--- src/rtl/relu_serializer_if.sv ---
// Handshake bundle for relu_serializer: packed vector in, lane beats out.
`ifndef WD
`define WD 8
`endif

interface relu_serializer_if #(
    parameter int INPUT_NUM = 6,
    parameter int IDX_W     = 3
);
    logic                      in_valid;
    logic                      in_ready;
    logic [`WD*INPUT_NUM-1:0]  in_data;
    logic                      skip_zero;
    logic                      out_valid;
    logic                      out_ready;
    logic [`WD-1:0]            out_data;
    logic [IDX_W-1:0]          out_idx;
    logic                      out_last;
    logic                      busy;

    modport master (
        output in_valid, in_data, skip_zero, out_ready,
        input  in_ready, out_valid, out_data, out_idx, out_last, busy
    );

    modport slave (
        input  in_valid, in_data, skip_zero, out_ready,
        output in_ready, out_valid, out_data, out_idx, out_last, busy
    );
endinterface

--- src/rtl/relu_serializer.sv ---
// Lane-serial reader for packed ReLU outputs.
// Optionally drops zero lanes; every vector still yields exactly one last beat.
`ifndef WD
`define WD 8
`endif

module relu_serializer #(
    parameter int INPUT_NUM = 6,
    parameter int IDX_W     = 3
) (
    input  logic            clk,
    input  logic            rst,
    relu_serializer_if.slave bus
);
    localparam int W = `WD;
    localparam logic [INPUT_NUM-1:0] TOP_LANE =
        INPUT_NUM'(1) << (INPUT_NUM - 1);

    typedef enum logic {IDLE, SEND} state_t;

    state_t               state;
    logic [W*INPUT_NUM-1:0] data;
    logic [INPUT_NUM-1:0] mask;

    logic [INPUT_NUM-1:0] nz;
    logic [INPUT_NUM-1:0] new_mask;
    logic [INPUT_NUM-1:0] rest;
    logic [IDX_W-1:0]     idx;
    logic [W-1:0]         lane;
    logic                 last;
    logic                 beat;
    logic                 accept;

    always_comb begin
        nz = '0;
        for (int i = 0; i < INPUT_NUM; i++) begin
            nz[i] = |bus.in_data[i*W +: W];
        end
        if (!bus.skip_zero) begin
            new_mask = '1;
        end else if (nz == '0) begin
            new_mask = TOP_LANE;
        end else begin
            new_mask = nz;
        end
    end

    // Lowest set bit of the remaining mask selects the lane on the bus.
    always_comb begin
        idx  = '0;
        lane = '0;
        for (int i = INPUT_NUM - 1; i >= 0; i--) begin
            if (mask[i]) begin
                idx  = IDX_W'(i);
                lane = data[i*W +: W];
            end
        end
        rest = mask & (mask - INPUT_NUM'(1));
        last = (rest == '0);
    end

    always_comb begin
        bus.out_valid = (state == SEND);
        bus.out_data  = bus.out_valid ? lane : '0;
        bus.out_idx   = bus.out_valid ? idx : '0;
        bus.out_last  = bus.out_valid && last;
        bus.busy      = (state == SEND);
        beat          = bus.out_valid && bus.out_ready;
        bus.in_ready  = !rst && ((state == IDLE) || (beat && last));
        accept        = bus.in_valid && bus.in_ready;
    end

    always_ff @(posedge clk) begin
        if (rst) begin
            state <= IDLE;
            data  <= '0;
            mask  <= '0;
        end else if (accept) begin
            state <= SEND;
            data  <= bus.in_data;
            mask  <= new_mask;
        end else if (beat) begin
            mask <= rest;
            if (last) begin
                state <= IDLE;
            end
        end
    end
endmodule
--- src/flat_wrapper.sv ---
// flat-port wrapper written by rule: the top's interface ports become plain ports
module relu_serializer_flat 
#(
    parameter int INPUT_NUM = 6,
    parameter int IDX_W     = 3
)
  (clk, rst, bus_in_valid, bus_in_data, bus_skip_zero, bus_out_ready, bus_in_ready, bus_out_valid, bus_out_data, bus_out_idx, bus_out_last, bus_busy);
  relu_serializer_if #(.INPUT_NUM(INPUT_NUM), .IDX_W(IDX_W)) bus_i ();
  input  logic clk;
  input  logic rst;
  input wire logic [$bits(bus_i.in_valid)-1:0] bus_in_valid;
  input wire logic [$bits(bus_i.in_data)-1:0] bus_in_data;
  input wire logic [$bits(bus_i.skip_zero)-1:0] bus_skip_zero;
  input wire logic [$bits(bus_i.out_ready)-1:0] bus_out_ready;
  output wire logic [$bits(bus_i.in_ready)-1:0] bus_in_ready;
  output wire logic [$bits(bus_i.out_valid)-1:0] bus_out_valid;
  output wire logic [$bits(bus_i.out_data)-1:0] bus_out_data;
  output wire logic [$bits(bus_i.out_idx)-1:0] bus_out_idx;
  output wire logic [$bits(bus_i.out_last)-1:0] bus_out_last;
  output wire logic [$bits(bus_i.busy)-1:0] bus_busy;
  assign bus_i.in_valid = bus_in_valid;
  assign bus_i.in_data = bus_in_data;
  assign bus_i.skip_zero = bus_skip_zero;
  assign bus_i.out_ready = bus_out_ready;
  assign bus_in_ready = bus_i.in_ready;
  assign bus_out_valid = bus_i.out_valid;
  assign bus_out_data = bus_i.out_data;
  assign bus_out_idx = bus_i.out_idx;
  assign bus_out_last = bus_i.out_last;
  assign bus_busy = bus_i.busy;
  relu_serializer #(.INPUT_NUM(INPUT_NUM), .IDX_W(IDX_W)) u_core (.clk(clk), .rst(rst), .bus(bus_i));
endmodule
--- config.mk ---
export PLATFORM = sky130hd
export DESIGN_NAME = relu_serializer_flat
export DESIGN_NICKNAME = d
export VERILOG_FILES = /design/src/rtl/relu_serializer_if.sv /design/src/rtl/relu_serializer.sv /design/src/flat_wrapper.sv
export SDC_FILE = /design/constraint.sdc
export NUM_CORES = 1
export LEC_CHECK = 0
export BUFFER_PORTS_ARGS = -buffer_cell sky130_fd_sc_hd__buf_4
export CORE_MARGIN = 10
export CORE_UTILIZATION = 40
export CTS_BUF_LIST = sky130_fd_sc_hd__clkbuf_16
export CTS_CLUSTER_SIZE = 8
export DETAILED_ROUTE_END_ITERATION = 12
export GPL_ROUTABILITY_DRIVEN = 0
export MAX_ROUTING_LAYER = met4
export PLACE_DENSITY = 0.63
export SLEW_MARGIN = 30
export SYNTH_ARGS = -nofsm -noshare
export SYNTH_HDL_FRONTEND = slang
export SYNTH_SLANG_ARGS = --single-unit
--- constraint.sdc ---
create_clock -name clk -period 5.3 [get_ports clk]
set_input_delay 0.265 -clock clk [delete_from_list [all_inputs] [get_ports clk]]
set_output_delay 0.265 -clock clk [all_outputs]
set_load 0.01 [all_outputs]
Word level (Yosys, flattened, before mapping)
Cells that the tools add are included.
{ "op_classes": {"muxes": 21, "n_bitwise": 2, "n_reduce_logical": 18, "n_addsub": 1} }
{ "op_table": {"columns": ["operator", "count"], "rows": [
  ["8-bit 2-to-1 mux", 7],
  ["8-bit OR reduction", 6],
  ["6-bit 2-to-1 mux", 4],
  ["3-bit 2-to-1 mux", 7],
  ["6-bit logical NOT", 2],
  ["6-bit bitwise AND", 1],
  ["6-bit by 1-bit subtractor with 6-bit output, second input constant", 1],
  ["1-bit logical AND", 5],
  ["2-bit nonzero test", 2],
  ["1-bit 2-to-1 mux", 3],
  ["2-bit AND reduction", 1],
  ["1-bit logical NOT", 1],
  ["1-bit logical OR", 1],
  ["1-bit NOT", 1]
]} }
{ "totals": {"regBits": 55, "wordCells": 45, "in_bits": 53, "out_inout_bits": 15} }

Depth between registers and ports, before layout
{ "depth": {"word_depth": 9, "mapped_depth": 7, "depth_no_buf": 4} }

Worst setup path after synthesis
No wires, ideal clock.
{ "synth_path": {"path_type": "register -> output", "startpoint": "register u_core.mask[4]", "endpoint": "output port bus_out_data[1]", "path_slack_ns": 3.446, "path_buffers": 1, "t_required_ns": 5.035, "arrival_time_ns": 1.589, "stages_incl_launch_ff": 6, "path_cell_list": "dfxtp_1 clkbuf_1 a21oi_1 a221o_1 a221o_1 a21oi_1"} }
{ "synth_between": {"elab_chain_len": 6} }
{ "synth_lines": {"columns": ["item", "line", "text"], "rows": [
  ["from (decl)", "relu_serializer.sv:23", "logic [INPUT_NUM-1:0] mask;"],
  ["from (signal assigned)", "relu_serializer.sv:81", "mask <= new_mask;"],
  ["from (signal assigned)", "relu_serializer.sv:83", "mask <= rest;"],
  ["8-bit 2-to-1 mux (5 in series)", "relu_serializer.sv:53", "if (mask[i]) begin"],
  ["8-bit 2-to-1 mux", "relu_serializer.sv:64", "bus.out_data = bus.out_valid ? lane : '0;"],
  ["to (decl)", "flat_wrapper.sv:17", "output wire logic [$bits(bus_i.out_data)-1:0] bus_out_data;"]
]} }
No other way between the ends.

Worst setup path after layout
{ "layout_path": {"startpoint": "register u_core.mask[2]", "endpoint": "register u_core.data[35]"} }
{ "layout_between": {"elab_chain_len": 7} }
{ "layout_lines": {"columns": ["item", "line", "text"], "rows": [
  ["6-bit by 1-bit subtractor with 6-bit output", "relu_serializer.sv:58", "rest = mask & (mask - INPUT_NUM'(1));"],
  ["6-bit bitwise AND *", "relu_serializer.sv:58", null],
  ["6-bit logical NOT *", "relu_serializer.sv:59", "last = (rest == '0);"],
  ["1-bit logical AND *", "relu_serializer.sv:69", "bus.in_ready = !rst && ((state == IDLE) || (beat && last));"],
  ["1-bit logical OR *", "relu_serializer.sv:69", null],
  ["1-bit logical AND *", "relu_serializer.sv:69", null],
  ["1-bit logical AND *", "relu_serializer.sv:70", "accept = bus.in_valid && bus.in_ready;"],
  ["to (signal assigned)", "relu_serializer.sv:80", "data <= bus.in_data;"],
  ["to (decl)", "relu_serializer.sv:22", "logic [W*INPUT_NUM-1:0] data;"]
]} }
Mark *: on every way between the ends. The rest lies on a longest branch, timed or not.
A chain may end at the register's enable or synchronous reset.

==> qor.txt <==
R2r endpoint -> u_core.data[35]$_SDFFE_PP0N_
Cells after Synth -> 312
Count of state elements after synthesis -> 55
Clock Skew -> 8.60 ps
Reg-to-reg startpoint -> u_core.mask[2]$_SDFFE_PP0P_
Average wire length per cell after detail routing -> 17.0 um
Placed instance count -> 455
DRC violations left -> 0
Lkg Pwr -> 1.63 nW
Largest driver fanout on the critical path -> 34
Fraction of the yosys area taken by sequential cells -> 0.358
Average vias per placed instance -> 5.19
Final slew viol count -> 0
Dominant delay contributor by cell family on the critical path -> compound AO/OA/AOI/OAI gates
Mean area per synthesized cell -> 9.87 sq um
Terminating pin of the worst hold path -> u_core.data[10]$_SDFFE_PP0N_
Detailed placement HPWL -> 5970 um
Initial DRC count -> 78
Slew of the pin with the lowest slew margin -> 859 ps
Floorplan core area -> 0.00737 sq mm
Fraction of final layout cells with drive strength greater than 1 -> 0.335
Crit path max-delay cell type -> sky130_fd_sc_hd__dfxtp_1
Inserted Diodes -> 0
Site row count -> 31
Register Area -> 0.00110 sq mm
Number of buffers added on ports -> 67
Die footprint -> 0.0116 sq mm
Insertion delay to the later sink of the worst-skew pair -> 290 ps
Buffer cell driving the clock tree root -> sky130_fd_sc_hd__clkbuf_16
Setup-violating endpoint count in the final report -> 0
Combinational share of power -> 0.227
Number of placed I/O pins -> 68
Power dissipated by switching net loads -> 0.000287 W
Run status -> complete, no violations
Total congestion overflow after global routing -> 0
Classification of the worst-slack hold path -> in2reg
Number of buffers and inverters on the critical path -> 1
Critical setup path kind -> reg2reg
Starting Density -> 0.418
TritonCTS clock tree -> yes
Max stage delay on crit path -> 890 ps
Final hold violation count -> 0
Number of antenna violations at the first check in global routing -> 0
Vias after detailed routing -> 2404
Nets -> 416
Tightest slew margin relative to the limit -> 0.427
Worst endpoint required time -> 5470 ps
Post-CTS clock slew at the launch and capture registers of the worst setup and hold paths -> 70 ps
Die Y -> 108 um
Maximum clock insertion buffer count -> 2
Final worst-path cycle share -> 0.580
FILL cells -> 745
Cell chain of the critical path -> a2111oi_2, o211ai_1, a21o_2, buf_4, mux2_4
Number of max-capacitance violations reported -> 0
Pin count of the biggest net entering global routing -> 52
Sequential share of power -> 0.477
Element type at the critical path start -> flop
Cell area reported after detailed placement -> 0.00357 sq mm
Portion of total power attributed to the clock network -> 0.295
Leading cell types in the layout, fill and taps excluded -> sky130_fd_sc_hd__buf_4, sky130_fd_sc_hd__dfxtp_1, sky130_fd_sc_hd__mux2_4
Setup TNS -> 0 ps
Final Cell Area -> 0.00370 sq mm
Post-route insts no fill -> 463
Worst ir drop on vdd -> 0.135 mV
Total of cells resized after clock tree synthesis -> 0
Detailed-routing iteration count for the pre-antenna-repair pass -> 4
Htree depth -> 2
Fmax -> 0.325 GHz
Layout Area Growth over Synthesis -> 20.3%
Leading cell type in the layout, fill and taps excluded -> sky130_fd_sc_hd__buf_4
Clock sink count -> 55
WL final -> 7860 um
Yosys warns -> 0
Wire length of the first global-routing pass -> 12800 um
Net count of the mapped netlist -> 365
Area occupied by multi-input gates -> 0.00175 sq mm
Buffer count from post-CTS setup fixing -> 0
Minimum clock period -> 3080 ps
CTS buffer count -> 5
Area of the mapped netlist -> 0.00308 sq mm
Number of global-route vias before repair -> 2565
Internal portion of total power -> 0.000763 W
Switching portion of total power -> 0.273
Number of buffers inserted by hold repair at cts -> 0
Crit path capture type -> flop
Number of cell instances on the worst register-to-register path -> 5
Power density relative to cell area -> 283 mW/mm^2
Worst hold stages -> 2
Horizontal extent of the die -> 108 um
Setup repair after global routing missed its margin -> false
Distinct cell type count of the synthesized netlist -> 36
R2R setup slack -> 2220 ps
Min-Delay Startpoint -> bus_in_data[10]
Final antenna-violating net count -> 0
Total global-route track usage -> 0.138
Crit path arrival time -> 3250 ps
power by group through the flow:
| stage | Sequential, W | Clock (W) | Combinational [W] |
|---|---|---|---|
| floorplan | 0.000478 | 0 | 0.000189 |
| global placement | 0.000509 | 0 | 0.000237 |
| detailed placement | 0.000509 | 0 | 0.000241 |
| CTS | 0.000500 | 0.000317 | 0.000241 |
| global route | 0.000509 | 0.000332 | 0.000262 |
| finish | 0.000501 | 0.000310 | 0.000239 |
sequential cells by signal, summed over array words and instances (netlist names):
register	count
u_core.bus.busy	1
u_core.data	48
u_core.mask	6
Yosys cell counts:
cell type	n	area [sq um]
sky130_fd_sc_hd__a2111oi_2	2	30.0
sky130_fd_sc_hd__a211oi_1	1	7.51
sky130_fd_sc_hd__a21o_1	1	7.51
sky130_fd_sc_hd__a21oi_1	25	125
sky130_fd_sc_hd__a221o_1	16	160
sky130_fd_sc_hd__a311oi_1	1	8.76
sky130_fd_sc_hd__a31oi_1	2	12.5
sky130_fd_sc_hd__and2_1	1	6.26
sky130_fd_sc_hd__buf_1	1	3.75
sky130_fd_sc_hd__buf_4	1	7.51
sky130_fd_sc_hd__buf_6	7	78.8
sky130_fd_sc_hd__clkbuf_1	15	56.3
sky130_fd_sc_hd__dfxtp_1	55	1100
sky130_fd_sc_hd__inv_1	22	82.6
sky130_fd_sc_hd__mux2_1	4	45.0
sky130_fd_sc_hd__mux2_4	45	676
sky130_fd_sc_hd__mux2i_1	4	40.0
sky130_fd_sc_hd__nand2_1	12	45.0
sky130_fd_sc_hd__nand3_1	3	15.0
sky130_fd_sc_hd__nand3b_1	8	60.1
sky130_fd_sc_hd__nand4b_1	1	8.76
sky130_fd_sc_hd__nand4bb_1	1	11.3
sky130_fd_sc_hd__nor2_1	22	82.6
sky130_fd_sc_hd__nor2b_1	32	200
sky130_fd_sc_hd__nor3_1	5	25.0
sky130_fd_sc_hd__nor4_1	3	18.8
sky130_fd_sc_hd__nor4_2	1	12.5
sky130_fd_sc_hd__o2111ai_1	1	8.76
sky130_fd_sc_hd__o211ai_1	3	22.5
sky130_fd_sc_hd__o21a_1	1	7.51
sky130_fd_sc_hd__o21ai_0	1	5.00
sky130_fd_sc_hd__o21ai_1	1	5.00
sky130_fd_sc_hd__o21bai_1	1	7.51
sky130_fd_sc_hd__o31ai_1	1	7.51
sky130_fd_sc_hd__or3_1	2	12.5
sky130_fd_sc_hd__or4_1	10	75.1
per-layer routing:
metal	global-route usage	wire, um
met2	0.218	3670
met5	-	0
met4	0.0305	67
met1	0.174	3650
met3	0.0353	465
how the worst max path moves through the flow:
stage                                 from                      endpoint  cells past startpoint
2_1_floorplan  u_core.mask[4]$_SDFFE_PP0P_               bus_out_data[1]                      5
4_1_cts        u_core.mask[2]$_SDFFE_PP0P_  u_core.data[35]$_SDFFE_PP0N_                      5
3_5_place_dp   u_core.mask[2]$_SDFFE_PP0P_  u_core.data[19]$_SDFFE_PP0N_                      5
6_report       u_core.mask[2]$_SDFFE_PP0P_  u_core.data[35]$_SDFFE_PP0N_                      5
3_3_place_gp   u_core.mask[2]$_SDFFE_PP0P_  u_core.data[39]$_SDFFE_PP0N_                      5
5_1_grt        u_core.mask[2]$_SDFFE_PP0P_  u_core.data[34]$_SDFFE_PP0N_                      5
per-stage QoR:
step | hold slack [ps] | setup WS, ps | util | power [W]
5_1_grt | 194 | 2020 | 0.503 | 0.00110
6_report | 187 | 2220 | 0.503 | 0.00105
2_1_floorplan | 389 | 3450 | - | 0.000667
4_1_cts | 190 | 2240 | 0.503 | 0.00106
3_5_place_dp | 488 | 2260 | 0.484 | 0.000750
3_3_place_gp | 486 | 2350 | 0.484 | 0.000746
layout make-up:
type / count / area share
sequential: 55 / 0.297
clock buffer: 5 / 0.0338
inverter: 22 / 0.0223
timing repair buffer: 68 / 0.138
multi-input combinational: 211 / 0.472
clock inverter: 3 / 0.00304
tap: 99 / 0.0334
cells by family (layout without fill, tap and decap cells):
group / count (synthesis) / in the layout / share of synthesized area
AND/OR/NAND/NOR: 101 / 101 / 0.186
AO/OA/AOI/OAI: 57 / 57 / 0.135
flip-flops: 55 / 55 / 0.358
multiplexers: 53 / 53 / 0.247
buffers and inverters: 46 / 98 / 0.0744
(Power assumes the default switching activity.)
